### config.mk
export PLATFORM = sky130hd
export DESIGN_NAME = fsm
export DESIGN_NICKNAME = d
export VERILOG_FILES = /design/src/rtl/fsm.sv
export SDC_FILE = /design/constraint.sdc
export NUM_CORES = 1
export LEC_CHECK = 0
export CELL_PAD_IN_SITES_DETAIL_PLACEMENT = 1
export CELL_PAD_IN_SITES_GLOBAL_PLACEMENT = 2
export CORE_AREA = 3 3 40 42
export DETAILED_ROUTE_END_ITERATION = 16
export DIE_AREA = 0 0 43 45
export PLACE_DENSITY_LB_ADDON = 0.1
export SLEW_MARGIN = 20
export SYNTH_ARGS = -nofsm -noshare
export SYNTH_HDL_FRONTEND = slang
export SYNTH_SLANG_ARGS = --single-unit
### constraint.sdc
create_clock -name clk -period 1.1 [get_ports clk]
set_input_delay 0.165 -clock clk [delete_from_list [all_inputs] [get_ports clk]]
set_output_delay 0.165 -clock clk [all_outputs]
set_load 0.01 [all_outputs]
### src/rtl/fsm.sv
// fsm: memory control state machine
// sel/op decode to registered valid strobe and rw direction
module fsm (
  input  logic clk,
  input  logic reset,
  input  logic op,
  input  logic sel,
  output logic valid,
  output logic rw
);

  typedef enum logic [1:0] {
    IDLE   = 2'b00,
    READ   = 2'b01,
    WRITE  = 2'b10,
    STABLE = 2'b11
  } state_t;

  state_t state;

  function automatic state_t nxt(
    input state_t s,
    input logic   sl,
    input logic   o
  );
    state_t n;
    n = IDLE;
    if (sl === 1'b1) begin
      case (s)
        IDLE, READ, STABLE: begin
          case (o)
            1'b0:    n = READ;
            1'b1:    n = WRITE;
            default: n = IDLE;
          endcase
        end
        WRITE:   n = STABLE;
        default: n = IDLE;
      endcase
    end
    return n;
  endfunction

  function automatic logic fvalid(input state_t s);
    return (s == READ) || (s == WRITE);
  endfunction

  function automatic logic frw(input state_t s);
    return (s == WRITE) || (s == STABLE);
  endfunction

  // State and outputs registered together; outputs track the new state
  always_ff @(posedge clk or posedge reset) begin
    if (reset) begin
      state <= IDLE;
      valid <= 1'b0;
      rw    <= 1'b0;
    end else begin
      state <= nxt(state, sel, op);
      valid <= fvalid(nxt(state, sel, op));
      rw    <= frw(nxt(state, sel, op));
    end
  end

endmodule

==> key figures <==
Run status
  • Status: complete, no violations

Worst setup path
  • CP endpoint kind: primary output
  • Critical path required time: 0.94 ns
  • Max incr delay on CP: 0.37 ns
  • Critical path cell sequence: dlygate4sd2_1
  • Max Fanout on Critical Path: 2
  • Kind of cell adding the most delay to the critical path: flip-flops
  • Worst path slowest cell: dfrtp_1
  • Crit path buf inv count: 1
  • Crit path kind: reg2out
  • R2R Setup Slk: 0.33 ns
  • Crit path DAT: 0.88 ns
  • Startpoint types: flip-flop

STA
  • Crit path time final: around 1.0 ns
  • Endpoints failing setup: 0
  • Sum of negative setup slack: 0 ns
  • Final WS setup: about 0.06 ns
  • RSZ-0062 raised after global routing: no
  • Tcrit/Tclk final: ~95%
  • Final Skew: 0.000409 ns
  • Fmax: just under 1 GHz
  • Max-slew violations: 0
  • Worst Max-Slew Pin Slew: approximately 0.11 ns
  • Relative slew slack: 92.6%
  • Endpoints failing hold: 0

Clocking
  • CTS Root Cell: clkbuf_4
  • Worst-Skew Late Latency: around 0.23 ns
  • CTS Sinks: 3
  • CTS tree: built
  • CTS HTree Levels: 1
  • CTS Buffer Depth: 2
  • Hold-fix buffers at CTS: 0
  • CTS Buf Count: 3
  • Post-CTS Setup Inserts: 0
  • PostCTS Resize Cnt: 2
  • Clk slew on worst S/H paths: about 0.040 ns

Pwr
  • Max VDD drop: around 0.28 mV
  • Pwr per Cell Area: 1570 nW/µm²
  • Leakage: 0.000110 µW

Cells and area
  • Non-Filler Instances: 34
  • Area grow syn2layout: 78.4%
  • Share of cells above drive strength 1: between 40% and 50%
  • Most frequent cells in the layout: clkbuf_4, clkdlybuf4s50_1, dfrtp_1
  • Nets: 24
  • Fillcell total: between 100 and 150
  • Ant diodes: 0

Floorplan
  • Core ar.: ~1300 µm²
  • Io pins: 6
  • Die X: approximately 43 µm
  • Die Ht: ~45 µm
  • Initial core utilization: about a tenth
  • FP Rows: 13
  • Die area: between 1500 and 2000 µm²

Synth
  • Synthesized area: 128 µm²
  • Synth warnings: 0
  • Post-synth net total: 13
  • Post-synthesis sequential area ratio: approximately 60%
  • Syn_area_per_cell: between 10 and 15 µm²
  • Post-synthesis register bit count: 3
  • Distinct cells, synth: 5
  • Syn Inst Count: 9

Job
  • Max cap viols: 0

Global routing
  • GRT Util Overall: under 10%
  • Global route overflow: 0
  • Pin count of the biggest net entering global routing: 4
  • Antenna violations before repair: 0
  • Global-route wire length before repair: about 470 µm
  • Vias in the first global route: between 100 and 150

Detailed routing
  • DRC viols: 0
  • DR vias/cell: between 2 and 3
  • ANT nets after route: 0
  • DR vias: 94
  • DR WL/cell: 7.12 µm
  • Aggregate routed wire length: about 240 µm
  • DR pass1 iterations: 2
  • Iter 0 DRT Violations: 1

Worst hold path
  • HP Class: in2async

Place
  • Setup WS pre-CTS: about 0.07 ns
  • Final Wtd Congestion: ~0.59
  • Inst Count DP: 30
  • Port-buffer cells: 5
## per-layer routing
| layer | track usage, % | vias to the layer above | wire length [µm] |
|---|---|---|---|
| met3 | 2.39 | 0 | 28 |
| met1 | 3.39 | 41 | 99 |
| li1 | - | 47 | - |
| met2 | 4.49 | 6 | 114 |
| met4 | 9.04 | 0 | 0 |
| met5 | 0 | - | 0 |
## final cells by class
cell class | instances | area, µm² | share of cell area, %
multi-input combinational | 4 | 45.0 | 19.8
timing repair buffer | 6 | 55.1 | 24.2
tap | 15 | 18.8 | 8.24
clock buffer | 4 | 26.3 | 11.5
inverter | 2 | 7.51 | 3.30
sequential | 3 | 75.1 | 33.0
## sequential cells by signal (all words and copies together), names as in the netlist
signal and count:
valid 1, rw 1, state 1
## power breakdown
group / internal [µW] / switching, µW / leakage [µW]
registers: 119 / 2.22 / 0.0000375
clock network: 136 / 54.8 / 0.0000150
logic: 29.3 / 16.6 / 0.0000571
## cell families after synthesis
| logic type | after synthesis | share of synthesized area (%) |
|---|---|---|
| AOI/OAI and AO/OA | 2 | 17.6 |
| DFF | 3 | 58.8 |
| buffers and inverters | 2 | 5.88 |
| and+or+nand+nor | 2 | 17.6 |
## through the flow
stage	total power [µW]	cell area [µm²]	hold slack, ns	utilization, %
after global routing	379	228	0.130	17.7
final	357	228	0.113	17.7
after floorplan	145	128	-0.0814	-
after CTS	372	228	0.108	17.7
after global placement	173	204	0.352	15.9
after detailed placement	173	204	0.353	15.9
## synthesized netlist by cell type
master | n | area share (%)
nand2b_4 | 1 | 11
dfrtp_1 | 3 | 59
inv_1 | 2 | 5.9
and2_4 | 1 | 6.9
a21boi_2 | 2 | 18
## path summary, 6_finish.rpt
path                           from        to  depth (start not counted)
max                              rw        rw                          1
min                           reset     valid                          2
max reg2reg                      rw     valid                          3
min reg2reg                state[0]  state[0]                          2
max in group asynchronous     reset        rw                          2
min in group clk                 op  state[0]                          2
Note: power is estimated with default switching activity, not from simulation.
